File: src/rtl/branch_redirect_ctrl_if.sv
// Handshake bundle between fetch, execute and the branch redirect controller.
// The master side is the controller; the slave side is the surrounding pipeline.
interface branch_redirect_ctrl_if #(
    parameter int DEPTH = 4,
    parameter int CNT_W = 16
);
    localparam int OW = $clog2(DEPTH) + 1;

    logic             pred_valid_i;
    logic             pred_taken_i;
    logic [31:0]      pred_target_i;
    logic [31:0]      pred_fallthru_i;
    logic             pred_ready_o;
    logic             redirect_valid_o;
    logic [31:0]      redirect_pc_o;
    logic             redirect_ready_i;
    logic             resolve_valid_i;
    logic             resolve_taken_i;
    logic [31:0]      resolve_target_i;
    logic             flush_o;
    logic [OW-1:0]    outstanding_o;
    logic [CNT_W-1:0] branch_cnt_o;
    logic [CNT_W-1:0] mispredict_cnt_o;

    modport master (
        input  pred_valid_i, pred_taken_i, pred_target_i, pred_fallthru_i,
        input  redirect_ready_i,
        input  resolve_valid_i, resolve_taken_i, resolve_target_i,
        output pred_ready_o, redirect_valid_o, redirect_pc_o,
        output flush_o, outstanding_o, branch_cnt_o, mispredict_cnt_o
    );

    modport slave (
        output pred_valid_i, pred_taken_i, pred_target_i, pred_fallthru_i,
        output redirect_ready_i,
        output resolve_valid_i, resolve_taken_i, resolve_target_i,
        input  pred_ready_o, redirect_valid_o, redirect_pc_o,
        input  flush_o, outstanding_o, branch_cnt_o, mispredict_cnt_o
    );
endinterface

File: src/rtl/branch_redirect_ctrl.sv
// Tracks outstanding predicted branches, issues fetch redirects for taken
// predictions and for mispredict recovery, and keeps resolve statistics.
module branch_redirect_ctrl #(
    parameter int DEPTH = 4,
    parameter int CNT_W = 16
) (
    input  logic                  clk_i,
    input  logic                  rst_i,
    branch_redirect_ctrl_if.master bus
);
    localparam int AW = $clog2(DEPTH);
    localparam int OW = AW + 1;

    typedef enum logic {
        RUN     = 1'b0,
        RECOVER = 1'b1
    } state_t;

    typedef struct packed {
        logic        taken;
        logic [31:0] exp_pc;
        logic [31:0] fallthru;
    } entry_t;

    state_t           state_q;
    state_t           state_d;
    entry_t           q_mem [DEPTH];
    logic [AW-1:0]    head_q;
    logic [AW-1:0]    tail_q;
    logic [OW-1:0]    count_q;
    logic             rdr_valid_q;
    logic [31:0]      rdr_pc_q;
    logic             flush_q;
    logic [CNT_W-1:0] br_cnt_q;
    logic [CNT_W-1:0] mp_cnt_q;

    logic   pred_ready;
    logic   full;
    logic   empty;
    logic   push;
    logic   pop;
    logic   mispredict;
    logic   rdr_hs;
    entry_t head_e;
    entry_t push_e;

    assign full   = (count_q == OW'(DEPTH));
    assign empty  = (count_q == '0);
    assign head_e = q_mem[head_q];
    assign rdr_hs = rdr_valid_q & bus.redirect_ready_i;
    assign push   = bus.pred_valid_i & pred_ready;
    assign pop    = bus.resolve_valid_i & (state_q == RUN) & ~empty;

    assign mispredict = pop &
        ((bus.resolve_taken_i != head_e.taken) |
         (bus.resolve_taken_i & head_e.taken &
          (bus.resolve_target_i != head_e.exp_pc)));

    assign push_e = '{
        taken:    bus.pred_taken_i,
        exp_pc:   bus.pred_taken_i ? bus.pred_target_i
                                   : bus.pred_fallthru_i,
        fallthru: bus.pred_fallthru_i
    };

    // State register.
    always_ff @(posedge clk_i or posedge rst_i) begin
        if (rst_i) state_q <= RUN;
        else       state_q <= state_d;
    end

    // Next state: a mispredict enters recovery, its redirect handshake leaves.
    always_comb begin
        state_d = state_q;
        unique case (state_q)
            RUN:     if (mispredict) state_d = RECOVER;
            RECOVER: if (rdr_hs)     state_d = RUN;
        endcase
    end

    // Accept new predictions only in RUN with room and no redirect pending.
    always_comb begin
        pred_ready = 1'b0;
        if ((state_q == RUN) && !full && !rdr_valid_q) pred_ready = 1'b1;
    end

    // Branch queue; a mispredict empties it and drops a same-cycle push.
    always_ff @(posedge clk_i or posedge rst_i) begin
        if (rst_i) begin
            head_q  <= '0;
            tail_q  <= '0;
            count_q <= '0;
            for (int i = 0; i < DEPTH; i++) q_mem[i] <= '0;
        end else if (mispredict) begin
            head_q  <= '0;
            tail_q  <= '0;
            count_q <= '0;
        end else begin
            if (push) begin
                q_mem[tail_q] <= push_e;
                tail_q        <= tail_q + AW'(1);
            end
            if (pop) head_q <= head_q + AW'(1);
            if (push && !pop)      count_q <= count_q + OW'(1);
            else if (pop && !push) count_q <= count_q - OW'(1);
        end
    end

    // Redirect request; recovery target wins over a pending prediction target.
    always_ff @(posedge clk_i or posedge rst_i) begin
        if (rst_i) begin
            rdr_valid_q <= 1'b0;
            rdr_pc_q    <= '0;
        end else if (mispredict) begin
            rdr_valid_q <= 1'b1;
            rdr_pc_q    <= bus.resolve_taken_i ? bus.resolve_target_i
                                               : head_e.fallthru;
        end else if (rdr_hs) begin
            rdr_valid_q <= 1'b0;
            rdr_pc_q    <= '0;
        end else if (push && bus.pred_taken_i) begin
            rdr_valid_q <= 1'b1;
            rdr_pc_q    <= bus.pred_target_i;
        end
    end

    // One-cycle flush pulse following a mispredict.
    always_ff @(posedge clk_i or posedge rst_i) begin
        if (rst_i) flush_q <= 1'b0;
        else       flush_q <= mispredict;
    end

    // Saturating resolve statistics.
    always_ff @(posedge clk_i or posedge rst_i) begin
        if (rst_i) begin
            br_cnt_q <= '0;
            mp_cnt_q <= '0;
        end else begin
            if (pop && (br_cnt_q != '1))
                br_cnt_q <= br_cnt_q + CNT_W'(1);
            if (mispredict && (mp_cnt_q != '1))
                mp_cnt_q <= mp_cnt_q + CNT_W'(1);
        end
    end

    assign bus.pred_ready_o     = pred_ready;
    assign bus.redirect_valid_o = rdr_valid_q;
    assign bus.redirect_pc_o    = rdr_pc_q;
    assign bus.flush_o          = flush_q;
    assign bus.outstanding_o    = count_q;
    assign bus.branch_cnt_o     = br_cnt_q;
    assign bus.mispredict_cnt_o = mp_cnt_q;
endmodule

File: src/flat_wrapper.sv
// flat-port wrapper written by rule: the top's interface ports become plain ports
module branch_redirect_ctrl_flat 
#(
    parameter int DEPTH = 4,
    parameter int CNT_W = 16
)
  (clk_i, rst_i, bus_pred_valid_i, bus_pred_taken_i, bus_pred_target_i, bus_pred_fallthru_i, bus_redirect_ready_i, bus_resolve_valid_i, bus_resolve_taken_i, bus_resolve_target_i, bus_pred_ready_o, bus_redirect_valid_o, bus_redirect_pc_o, bus_flush_o, bus_outstanding_o, bus_branch_cnt_o, bus_mispredict_cnt_o);
  branch_redirect_ctrl_if #(.DEPTH(DEPTH), .CNT_W(CNT_W)) bus_i ();
  input  logic clk_i;
  input  logic rst_i;
  input wire logic [$bits(bus_i.pred_valid_i)-1:0] bus_pred_valid_i;
  input wire logic [$bits(bus_i.pred_taken_i)-1:0] bus_pred_taken_i;
  input wire logic [$bits(bus_i.pred_target_i)-1:0] bus_pred_target_i;
  input wire logic [$bits(bus_i.pred_fallthru_i)-1:0] bus_pred_fallthru_i;
  input wire logic [$bits(bus_i.redirect_ready_i)-1:0] bus_redirect_ready_i;
  input wire logic [$bits(bus_i.resolve_valid_i)-1:0] bus_resolve_valid_i;
  input wire logic [$bits(bus_i.resolve_taken_i)-1:0] bus_resolve_taken_i;
  input wire logic [$bits(bus_i.resolve_target_i)-1:0] bus_resolve_target_i;
  output wire logic [$bits(bus_i.pred_ready_o)-1:0] bus_pred_ready_o;
  output wire logic [$bits(bus_i.redirect_valid_o)-1:0] bus_redirect_valid_o;
  output wire logic [$bits(bus_i.redirect_pc_o)-1:0] bus_redirect_pc_o;
  output wire logic [$bits(bus_i.flush_o)-1:0] bus_flush_o;
  output wire logic [$bits(bus_i.outstanding_o)-1:0] bus_outstanding_o;
  output wire logic [$bits(bus_i.branch_cnt_o)-1:0] bus_branch_cnt_o;
  output wire logic [$bits(bus_i.mispredict_cnt_o)-1:0] bus_mispredict_cnt_o;
  assign bus_i.pred_valid_i = bus_pred_valid_i;
  assign bus_i.pred_taken_i = bus_pred_taken_i;
  assign bus_i.pred_target_i = bus_pred_target_i;
  assign bus_i.pred_fallthru_i = bus_pred_fallthru_i;
  assign bus_i.redirect_ready_i = bus_redirect_ready_i;
  assign bus_i.resolve_valid_i = bus_resolve_valid_i;
  assign bus_i.resolve_taken_i = bus_resolve_taken_i;
  assign bus_i.resolve_target_i = bus_resolve_target_i;
  assign bus_pred_ready_o = bus_i.pred_ready_o;
  assign bus_redirect_valid_o = bus_i.redirect_valid_o;
  assign bus_redirect_pc_o = bus_i.redirect_pc_o;
  assign bus_flush_o = bus_i.flush_o;
  assign bus_outstanding_o = bus_i.outstanding_o;
  assign bus_branch_cnt_o = bus_i.branch_cnt_o;
  assign bus_mispredict_cnt_o = bus_i.mispredict_cnt_o;
  branch_redirect_ctrl #(.DEPTH(DEPTH), .CNT_W(CNT_W)) u_core (.clk_i(clk_i), .rst_i(rst_i), .bus(bus_i));
endmodule
File: config.mk
export PLATFORM = sky130hd
export DESIGN_NAME = branch_redirect_ctrl_flat
export DESIGN_NICKNAME = d
export VERILOG_FILES = /design/src/rtl/branch_redirect_ctrl_if.sv /design/src/rtl/branch_redirect_ctrl.sv /design/src/flat_wrapper.sv
export SDC_FILE = /design/constraint.sdc
export NUM_CORES = 1
export LEC_CHECK = 0
export CAP_MARGIN = 20
export CORE_ASPECT_RATIO = 1.75
export CORE_MARGIN = 2
export CORE_UTILIZATION = 30
export CTS_CLUSTER_DIAMETER = 80
export DETAILED_ROUTE_END_ITERATION = 10
export HOLD_SLACK_MARGIN = 0.06
export PLACE_DENSITY = 0.47
export SLEW_MARGIN = 5
export SYNTH_ARGS = -nofsm -noshare
export SYNTH_HDL_FRONTEND = slang
export SYNTH_SLANG_ARGS = --single-unit
File: constraint.sdc
create_clock -name clk_i -period 14.8 [get_ports clk_i]
set_input_delay 2.96 -clock clk_i [delete_from_list [all_inputs] [get_ports clk_i]]
set_output_delay 2.96 -clock clk_i [all_outputs]
set_load 0.02 [all_outputs]
# Word-level counts from Yosys, hierarchy flattened

Index checks and enable logic that the tools add are counted.

Input bits: 103
Bits in registers: 334

Magnitude comparators: 3
Reductions and logical operators: 18
Bitwise operators: 13
Add/subtract/negate cells: 6
Muxes and demuxes: 25
Equality and inequality tests: 5

Operators by type and width:

| operator              | count |
|---|---|
| $bwmux 260            | 1 |
| $mux 65               | 3 |
| $mux 32               | 5 |
| $bmux 65 s2           | 1 |
| $demux 65 s2          | 1 |
| $add 16x1->16 const B | 2 |
| $ne 16x16->1 const B  | 2 |
| $ne 32x32->1          | 1 |
| $mux 3                | 3 |
| $logic_and 1x1->1     | 8 |
| $mux 2                | 4 |
| $and 1x1->1           | 7 |
| $ge 3x3->1 const B    | 2 |
| $mux 1                | 6 |
| $not 2->3             | 2 |
| $reduce_bool 3->1     | 2 |
| $add 2x1->2 const B   | 2 |
| $logic_not 1->1       | 4 |
| $reduce_bool 2->1     | 2 |
| $add 3x1->3 const B   | 1 |
| $eq 3x3->1 const B    | 1 |
| $logic_not 3->1       | 1 |
| $lt 3x1->1 const B    | 1 |
| $not 1->1             | 3 |
| other kinds (5)       | 5 |

# Depth between registers and ports, before layout

Depth after elaboration: 11
Depth in mapped cells: 13
Gate-level depth less buffers: 9

# Worst setup path before layout

No wires, ideal clock.

Path kind: in2reg
Start point: in bus_resolve_target_i[13]
End point: reg u_core.q_mem[259] in the netlist's numbering
Arrival: 4.618 ns
Buffers on the path: 3
Stages: 9
Data required time: 14.672 ns
Setup time: 0.128 ns
Setup slack: 10.054 ns
Cell sequence: xnor2_1 nand4_1 nor4_2 a41oi_1 buf_4 nor2_4 buf_6 buf_12 mux2_1

Word-level cells in the longest chain between the ends: 6

RTL lines:

| item                              | line                        | source |
|---|---|---|
| from (decl)                       | flat_wrapper.sv:18          | `input wire logic [$bits(bus_i.resolve_target_i)-1:0] bus_resolve_target_i;` |
| $ne 32x32->1                      | branch_redirect_ctrl.sv:57  | `(bus.resolve_target_i != head_e.exp_pc)));` |
| $and 1x1->1                       | branch_redirect_ctrl.sv:56  | `(bus.resolve_taken_i & head_e.taken &` |
| $or 1x1->1                        | branch_redirect_ctrl.sv:55  | `((bus.resolve_taken_i != head_e.taken) \|` |
| $and 1x1->1                       | branch_redirect_ctrl.sv:54  | `assign mispredict = pop &` |
| $not 1->1 (no source line)        | n/a                         |  |
| $reduce_and 2->1 (no source line) | n/a                         |  |
| to (signal, indexed assignment)   | branch_redirect_ctrl.sv:100 | `q_mem[tail_q] <= push_e;` |
| to (decl)                         | branch_redirect_ctrl.sv:27  | `entry_t q_mem [DEPTH];` |

No other way between the ends.
A chain may end at the register's enable or synchronous reset.

# Worst setup path in the final report

Start point: in bus_resolve_target_i[24]
End point: reg u_core.q_mem[154] in the netlist's numbering

The elaborated chain is that of the path after synthesis.

==> out/qor.csv <==
metric,value,unit
cts.clk_slew.worst_paths,60,ps
synth-simple-area-share,0.0366,
cp_max_fo,54,
rows,112,
die_w,179,um
synth-xor-area-share,0.0344,
fin_skew,12.0,ps
synth_fa_ha_area_frac,0.00750,
globalplace.congestion,0.724,
final_antenna_net_count,0,
io_buffers,172,
status,finished clean,
holdWs,479,ps
fmax,0.155,GHz
crit_chain,clkdlybuf4s50_1 -> xnor2_1 -> nand4_1 -> nor4_2 -> a41oi_4 -> buf_4 -> nor2_4 -> buf_4 -> mux2_2,
tns,0,ps
syn_area,16000,um2
cts-root-buf,clkbuf_16,
cts_tree,yes,
ys_seq_area_frac,0.522,
async_flop_share,1.00,
avgSynthCellArea,14.9,um2
cts_made_buffers,38,
powerDensity,102,nW/um2
io_pins,173,
power_leakage,9.06,nW
ctsHoldBuffers,0,
synthMuxAreaShare,0.343,
synth_warnings,0,
synth_enable_flop_cells,0,
vias,9533,
area_growth,22.0,%
timing_hold_violations_final,0,
cap_violations,0,
tightest_slew,1040,ps
die-height,310,um
postCtsSetupBuffers,0,
fin_nets,1345,
rsz0062_at_grt,false,
synth_top_family_by_area,multiplexers,
wl_per_cell,22.0,um
synth_seq_cells,334,
synthFlopType,dfrtp_1,
critical_path_class,in -> reg,
critPathCaptureType,flop,
gr-usage-met3,0.0244,
top_usage_layer,met2,
grt_pass1_wl,65.3,mm
synth.largest_area_cell,dfrtp_1,
hp-class,reg -> reg,
clockBufferDepth,3,
dieArea,55300,um2
globalRouteMet2Util,0.285,
synth_area_leaders,"dfrtp_1, mux2_2, mux4_2, mux2_1, xnor2_1",
setup_viol,0,
avgViaCountPerCell,4.90,
cpMaxStageDelayCell,buf_4,
grt.total_usage,0.157,
antenna_found_initial,1,
core_area,53100,um2
period_share,0.436,
routed_wl,42.7,mm
route.detailed.drc,0,
rrSetupSlack,8970,ps
ys_types,37,
instances_no_fill,1944,
cpMostUsedCell,buf_4,
drtIter0Drc,336,
synth_cells,1078,
clk_latency,540,ps
worstPathRequired,15220,ps
peakVddDrop,71.1,uV
p_total,0.00198,W
cp.arrival,6870,ps
synth_compound_area_frac,0.0226,
slew_headroom,0.305,
grt_max_degree,151,
cts.sinks,334,
syn_nets,1190,
cp-start-kind,input pin,
drive_gt1_frac,0.304,
slowest_delay,820,ps
dr.pass1.iters,4,
htree_num_levels,2,
fin_crit,6450,ps
grt_pass1_vias,10445,
setup_slack,8350,ps
yosysTopAreaCellShare,0.522,
drv_slew,0,
dp.final_hpwl,27.0,mm
initial_core_util,0.302,
cts_resized,0,
grt-ovfl-total,0,
grtUsageMet1,0.189,
place_inst,1877,
pre_cts_ws,7660,ps
## final cells by class
class	count	area (um2)
clock inverters	7	67.6
well taps	684	856
flip-flops and latches	334	8370
multi-input cells	664	7150
clock buffers	59	1230
diodes	1	2.50
repair buffers	186	1830
inverters	9	41.3
fillers	5111	33600
## metal layers
layer,up-vias,share of wire
li1,4273,-
met1,5019,0.41
met3,53,0.038
met5,-,0.00030
met4,2,0.024
met2,186,0.53
## critical path: cells and delay by family
kind,cells,cell delay (ps)
buffers and inverters,3,1580
multiplexers,1,410
XOR/XNOR,1,340
AO/OA/AOI/OAI,1,190
AND/OR/NAND/NOR,3,1290
## flip-flops by register name, summed over array words and instances, names as in the netlist
signal,flops
u_core.bus.branch_cnt_o,16
u_core.bus.mispredict_cnt_o,16
u_core.bus.redirect_valid_o,1
u_core.q_mem,260
u_core.bus.flush_o,1
u_core.tail_q,2
u_core.head_q,2
u_core.bus.outstanding_o,3
u_core.bus.redirect_pc_o,32
u_core.state_q,1
## synth_stat cells, drive strengths merged (5+ instances only)
master  instances
dfrtp         334
mux2          328
mux4           65
xnor2          54
buf            51
nand2          46
mux2i          33
o31ai          32
nor2           21
clkbuf         20
nand4          16
nand3          14
inv             9
xor2            9
ha              8
and3            7
and2            5
and4            5
## path summary, 6_finish.rpt
path | cells after the start | startpoint | endpoint
max reg2reg | 10 | u_core.head_q[1] | u_core.q_mem[154]
max | 9 | bus_resolve_target_i[24] | u_core.q_mem[154]
max in group asynchronous | 3 | rst_i | u_core.q_mem[165]
min in group asynchronous | 2 | rst_i | u_core.bus.branch_cnt_o[10]
min reg2reg | 1 | u_core.q_mem[190] | u_core.q_mem[190]
min | 1 | u_core.q_mem[190] | u_core.q_mem[190]
## cell families after synthesis
group                      Yosys count
AOI/OAI and AO/OA                   48
xor gates and xnor gates            63
adders and majority gates            9
buffers and inverters               80
DFF                                334
muxes                              426
and+or+nand+nor                    118
## power by group
group | total, W | internal (W) | switching [W]
clock network | 0.000978 | 0.000590 | 0.000388
registers | 0.000913 | 0.000913 | 0
logic | 0.0000937 | 0.0000399 | 0.0000538
## layout by cell type (no fill, tap or decap), types with 2 or more instances in the layout
master / instances
dfrtp_4: 2
buf_2: 2
o31ai_1: 32
nand2_1: 45
mux2i_1: 33
dfrtp_1: 332
inv_1: 8
a31oi_1: 2
mux4_2: 65
o21bai_1: 2
nor2_1: 17
clkbuf_1: 4
xnor2_1: 54
clkbuf_8: 14
mux2_2: 228
clkdlybuf4s50_1: 170
mux2_1: 100
nand4_1: 16
clkinv_2: 4
nor2b_1: 3
and3_1: 7
clkbuf_16: 41
ha_1: 8
buf_4: 13
a41oi_1: 2
nand3_1: 14
xor2_1: 9
a21oi_1: 3
and2_1: 4
nor2_4: 4
and4_1: 5
## through the flow
stage | instance area (um2) | util
floorplan | 16000 | -
global placement | 18200 | 0.344
detailed placement | 18200 | 0.344
CTS | 19500 | 0.368
global route | 19500 | 0.368
finish | 19500 | 0.368
Power figures use the tool's default switching activity.
